--- config.mk ---
export PLATFORM = sky130hd
export DESIGN_NAME = mult_seq_ctrl
export DESIGN_NICKNAME = d
export VERILOG_FILES = /design/src/rtl/mult_seq_ctrl.sv
export SDC_FILE = /design/constraint.sdc
export NUM_CORES = 1
export LEC_CHECK = 0
export BUFFER_PORTS_ARGS = -buffer_cell sky130_fd_sc_hd__buf_2
export CORE_MARGIN = 5
export CORE_UTILIZATION = 37
export DETAILED_ROUTE_END_ITERATION = 12
export PLACE_DENSITY = 0.59
export SLEW_MARGIN = 30
export SYNTH_ARGS = -nofsm -noshare
export SYNTH_HDL_FRONTEND = slang
export SYNTH_SLANG_ARGS = --single-unit
--- constraint.sdc ---
create_clock -name clk -period 1.77 [get_ports clk]
set_input_delay 0.177 -clock clk [delete_from_list [all_inputs] [get_ports clk]]
set_output_delay 0.177 -clock clk [all_outputs]
set_load 0.005 [all_outputs]
--- src/rtl/mult_seq_ctrl.sv ---
// Multi-cycle MULT/MULTU sequencer: 32x32->64 shift-add multiply that time-shares
// one external adder for operand negation, partial-product accumulation and result negation.
module mult_seq_ctrl #(
  parameter int WIDTH = 32,
  parameter int CNT_W = 5
) (
  input  logic             clk,
  input  logic             reset_n,
  input  logic             start,
  input  logic             is_signed,
  input  logic [WIDTH-1:0] a,
  input  logic [WIDTH-1:0] b,
  output logic [WIDTH-1:0] add_a,
  output logic [WIDTH-1:0] add_b,
  output logic             add_cin,
  input  logic [WIDTH-1:0] add_sum,
  input  logic             add_c,
  output logic             busy,
  output logic             done,
  output logic [WIDTH-1:0] hi,
  output logic [WIDTH-1:0] lo
);

  localparam logic [CNT_W-1:0] CNT_LAST = CNT_W'(WIDTH - 1);

  typedef enum logic [2:0] {
    IDLE  = 3'd0,
    NEGA  = 3'd1,
    NEGB  = 3'd2,
    MUL   = 3'd3,
    NEGLO = 3'd4,
    NEGHI = 3'd5,
    DONE  = 3'd6
  } state_t;

  state_t           state_r;
  logic [WIDTH-1:0] a_r;
  logic [WIDTH-1:0] b_r;
  logic             nb_r;
  logic             nr_r;
  logic             carry_r;
  logic [CNT_W-1:0] cnt_r;
  logic             na_s;
  logic             nb_s;

  assign na_s = is_signed & a[WIDTH-1];
  assign nb_s = is_signed & b[WIDTH-1];

  // Adder operand select; decoded only from registered state so add_sum has no loop back.
  always_comb begin
    add_a   = {WIDTH{1'b0}};
    add_b   = {WIDTH{1'b0}};
    add_cin = 1'b0;
    case (state_r)
      NEGA: begin
        add_a   = ~a_r;
        add_cin = 1'b1;
      end
      NEGB: begin
        add_a   = ~b_r;
        add_cin = 1'b1;
      end
      MUL: begin
        if (lo[0]) begin
          add_a = hi;
          add_b = a_r;
        end else begin
          add_a = {WIDTH{1'b0}};
          add_b = {WIDTH{1'b0}};
        end
      end
      NEGLO: begin
        add_a   = ~lo;
        add_cin = 1'b1;
      end
      NEGHI: begin
        add_a   = ~hi;
        add_cin = carry_r;
      end
      default: begin
        add_a   = {WIDTH{1'b0}};
        add_b   = {WIDTH{1'b0}};
        add_cin = 1'b0;
      end
    endcase
  end

  // Sequencer state, operand/product registers and registered status outputs.
  always_ff @(posedge clk or negedge reset_n) begin
    if (!reset_n) begin
      state_r <= IDLE;
      a_r     <= {WIDTH{1'b0}};
      b_r     <= {WIDTH{1'b0}};
      nb_r    <= 1'b0;
      nr_r    <= 1'b0;
      carry_r <= 1'b0;
      cnt_r   <= {CNT_W{1'b0}};
      hi      <= {WIDTH{1'b0}};
      lo      <= {WIDTH{1'b0}};
      busy    <= 1'b0;
      done    <= 1'b0;
    end else begin
      done <= 1'b0;
      case (state_r)
        IDLE: begin
          if (start) begin
            a_r   <= a;
            b_r   <= b;
            nb_r  <= nb_s;
            nr_r  <= na_s ^ nb_s;
            hi    <= {WIDTH{1'b0}};
            cnt_r <= {CNT_W{1'b0}};
            busy  <= 1'b1;
            if (na_s) begin
              state_r <= NEGA;
            end else if (nb_s) begin
              state_r <= NEGB;
            end else begin
              state_r <= MUL;
              lo      <= b;
            end
          end else begin
            busy <= 1'b0;
          end
        end
        NEGA: begin
          a_r <= add_sum;
          if (nb_r) begin
            state_r <= NEGB;
          end else begin
            state_r <= MUL;
            lo      <= b_r;
          end
        end
        NEGB: begin
          b_r     <= add_sum;
          lo      <= add_sum;
          state_r <= MUL;
        end
        MUL: begin
          // One multiplier bit per cycle: the sum (or plain hi) shifts down into lo.
          if (lo[0]) begin
            hi <= {add_c, add_sum[WIDTH-1:1]};
            lo <= {add_sum[0], lo[WIDTH-1:1]};
          end else begin
            hi <= {1'b0, hi[WIDTH-1:1]};
            lo <= {hi[0], lo[WIDTH-1:1]};
          end
          cnt_r <= cnt_r + CNT_W'(1);
          if (cnt_r == CNT_LAST) begin
            if (nr_r) begin
              state_r <= NEGLO;
            end else begin
              state_r <= DONE;
              done    <= 1'b1;
            end
          end
        end
        NEGLO: begin
          lo      <= add_sum;
          carry_r <= add_c;
          state_r <= NEGHI;
        end
        NEGHI: begin
          hi      <= add_sum;
          state_r <= DONE;
          done    <= 1'b1;
        end
        DONE: begin
          state_r <= IDLE;
          busy    <= 1'b0;
        end
        default: begin
          state_r <= IDLE;
          busy    <= 1'b0;
        end
      endcase
    end
  end

endmodule
==> flow_metrics.py <==
metrics = {
    "die": {
        "start_util": 0.376,
        "ioPinCount": 232,
        "die_x_um": 176,
        "fp-row-count": 60,
        "die_height_um": 176,
        "dieArea_sq_um": 30800,
        "core_area_sq_um": 27000,
    },
    "placed_design": {
        "dpl_cell_area_sq_um": 12000,
        "gp_congestion": 0.809,
        "portBuffers": 231,
        "placedCellCount": 1654,
        "post-dp-hpwl_um": 24600,
    },
    "timing": {
        "relSlewSlack": 0.678,
        "period_needed_ps": 2230,
        "setup_tns_ps": -44930,
        "max_slew.worst_pin.slew_ps": 483,
        "fin_ws_ps": -457,
        "drv_slew": 0,
        "period_share": 1.26,
        "setup_viol": 200,
        "max_freq_mhz": 449,
        "rsz0062_at_grt": "yes",
        "timing_hold_violations_final": 0,
        "fin_skew_ps": 12.5,
    },
    "grt": {
        "grt_max_degree": 66,
        "grt_pass1_vias": 10500,
        "track_usage": 0.268,
        "grt_pass1_wl_um": 64300,
        "antenna_found_initial": 2,
        "gr-total-overflow": 0,
    },
    "clock_tree": {
        "clkTransAtPathRegs_ps": 60,
        "cts_tree": "yes",
        "clock_path_buffers": 2,
        "cts_sinks": 141,
        "htree_levels": 4,
        "cts_root_buf": "clkbuf_16",
        "insertion_delay_ps": 430,
        "cts_inserted_buffers": 17,
    },
    "logic_synthesis": {
        "seq_area_frac_synth": 0.348,
        "yosysTopAreaCell": "dfrtp_1",
        "synth_area_per_cell_sq_um": 9.07,
        "synth_top_area_frac": 0.348,
        "synth_edf_count": 0,
        "synth_seq_cells": 141,
        "netlist_area_sq_um": 10100,
        "synth_cell_type_count": 56,
        "yosysWarningCount": 0,
        "syn_nets": 1225,
        "synth_commonest_cells": "mux2i_1, dfrtp_1, nand2_1",
        "synth_cells": 1118,
        "synth_async_sr_flop_share": 1.00,
        "yosys-top-cells-area": "dfrtp_1, mux2i_1, o21ai_0, nand2_1, and3_1",
        "synthFlopType": "dfrtp_1",
        "yosysMostFrequentCell": "mux2i_1",
    },
    "routing": {
        "wl_met1_um": 18100,
        "wl_um": 42000,
        "wl_met3_um": 3000,
        "dr.pass1.iters": 7,
        "wire_per_inst_um": 23.9,
        "via_count": 10300,
        "drtAntennaViolNets": 0,
        "detail_route.vias_per_cell": 5.86,
        "top_layer": "met5",
        "route.met2.wl_um": 19500,
        "drt_iter0_drc": 804,
        "drc_errors": 0,
    },
    "layout": {
        "fin_area_sq_um": 14600,
        "final_layout_size_suffix_gt1_frac": 0.378,
        "fin_cells": 1760,
        "n_antenna_cell": 0,
        "syn_to_final_growth_pct": 44.0,
        "final_util": 0.542,
        "layout.nets": 1513,
    },
    "critical_path": {
        "cpPeakStageDelay_ps": 510,
        "cp_top_family": "flip-flops",
        "crit_slowest_cell": "dfrtp_4",
        "critical_path_class": "flip-flop to primary output",
        "worstSetupStartpointType": "flip-flop",
        "endpoint_kind": "primary output",
        "rrSetupSlack_ps": -300,
        "cp.required_ps": 1590,
        "path_max_fanout": 9,
        "crit_chain": "and3b_4 > buf_12 > nor2_1 > a21oi_1 > o21a_1 > buf_2",
        "critPathArrivalTime_ps": 2050,
        "path_buf_inv": 2,
    },
    "run_status": {
        "status": "finished with violations",
        "violations": "setup timing",
    },
    "power": {
        "power.density_nw_per_um2": 2200,
        "vdd_ir_drop_max_mv": 1.06,
        "power_leakage_nw": 6.44,
        "p_total_mw": 32.2,
    },
    "job": {
        "drv_cap": 0,
    },
    "hold_path": {
        "hold_class": "primary input to flip-flop",
    },
}
state kept, by name, indices dropped and copies added (netlist names):
name     count
a_r         32
b_r         32
hi          32
lo          32
cnt_r        5
state_r      3
busy         1
carry_r      1
done         1
nb_r         1
nr_r         1
final timing paths:
path,start,endpoint,cells past startpoint
min in group asynchronous,reset_n,b_r[26],2
max in group asynchronous,reset_n,hi[8],3
hold reg to reg,cnt_r[3],cnt_r[3],1
setup reg to reg,state_r[1],lo[14],10
hold / removal,add_c,hi[31],3
setup / recovery,state_r[1],add_a[29],6
metal layers:
| metal | GRT usage | vias up |
|---|---|---|
| li1 | - | 4695 |
| met1 | 0.357 | 5079 |
| met2 | 0.435 | 455 |
| met3 | 0.0553 | 89 |
| met4 | 0.0981 | 4 |
| met5 | 0 | - |
worst register-to-register path, cell delays in order, from the launching register on:
cell and delay [ps]:
dfrtp_4 510, buf_4 150, buf_4 140, nor2_4 100
buf_6 120, buf_4 120, buf_6 110, bufbuf_16 250
nand2_1 40, and3_1 170, mux2_2 250
through the flow:
step | worst slack, ps | hold slack (ps)
3_3_place_gp | -55.9 | 141
6_report | -457 | 14.0
3_5_place_dp | -71.6 | 149
4_1_cts | -430 | 5.20
2_1_floorplan | 66.9 | -119
5_1_grt | -530 | 14.0
power breakdown:
| group | internal [mW] | total, mW | switching, mW |
|---|---|---|---|
| clock network | 2.50 | 4.09 | 1.59 |
| registers | 4.85 | 6.66 | 1.81 |
| logic | 11.2 | 21.4 | 10.2 |
layout make-up:
class / count / area [sq um]
Fill cell: 2389 / 12300
Clock inverter: 15 / 220
Clock buffer: 17 / 425
Sequential cell: 141 / 3540
Multi-Input combinational cell: 862 / 6280
Timing Repair Buffer: 377 / 3680
Tap cell: 341 / 427
Inverter: 7 / 28.8
cell families after synthesis:
group,synth area share
simple gates,0.168
compound gates,0.210
mux,0.195
flops,0.348
buf+inv,0.0703
fa+ha+maj,0.00740
xor+xnor,0.00173
layout by cell type, fill, tap and decap left out, types with 30 or more instances in the layout:
cell type,count
buf_2,208
mux2i_1,152
dfrtp_1,137
nand2_1,130
o21ai_1,71
nor2_1,57
buf_6,53
buf_12,47
and3_1,41
buf_4,34
o22ai_1,33
o21a_1,33
a221o_1,32
o22a_1,32
nor2b_1,31
o211ai_1,30
timing repair:
| item | in CTS | in global routing |
|---|---|---|
| resized for setup | 196 | 75 |
| buffers inserted | 48 | 9 |
| hold buffers | 1 | 0 |
| cloned | 27 | 0 |
| endpoints found under the setup margin | 166 | 205 |
| pin swaps | 42 | 18 |
| endpoints found under the hold margin | 40 | 0 |
(Power assumes the default switching activity.)
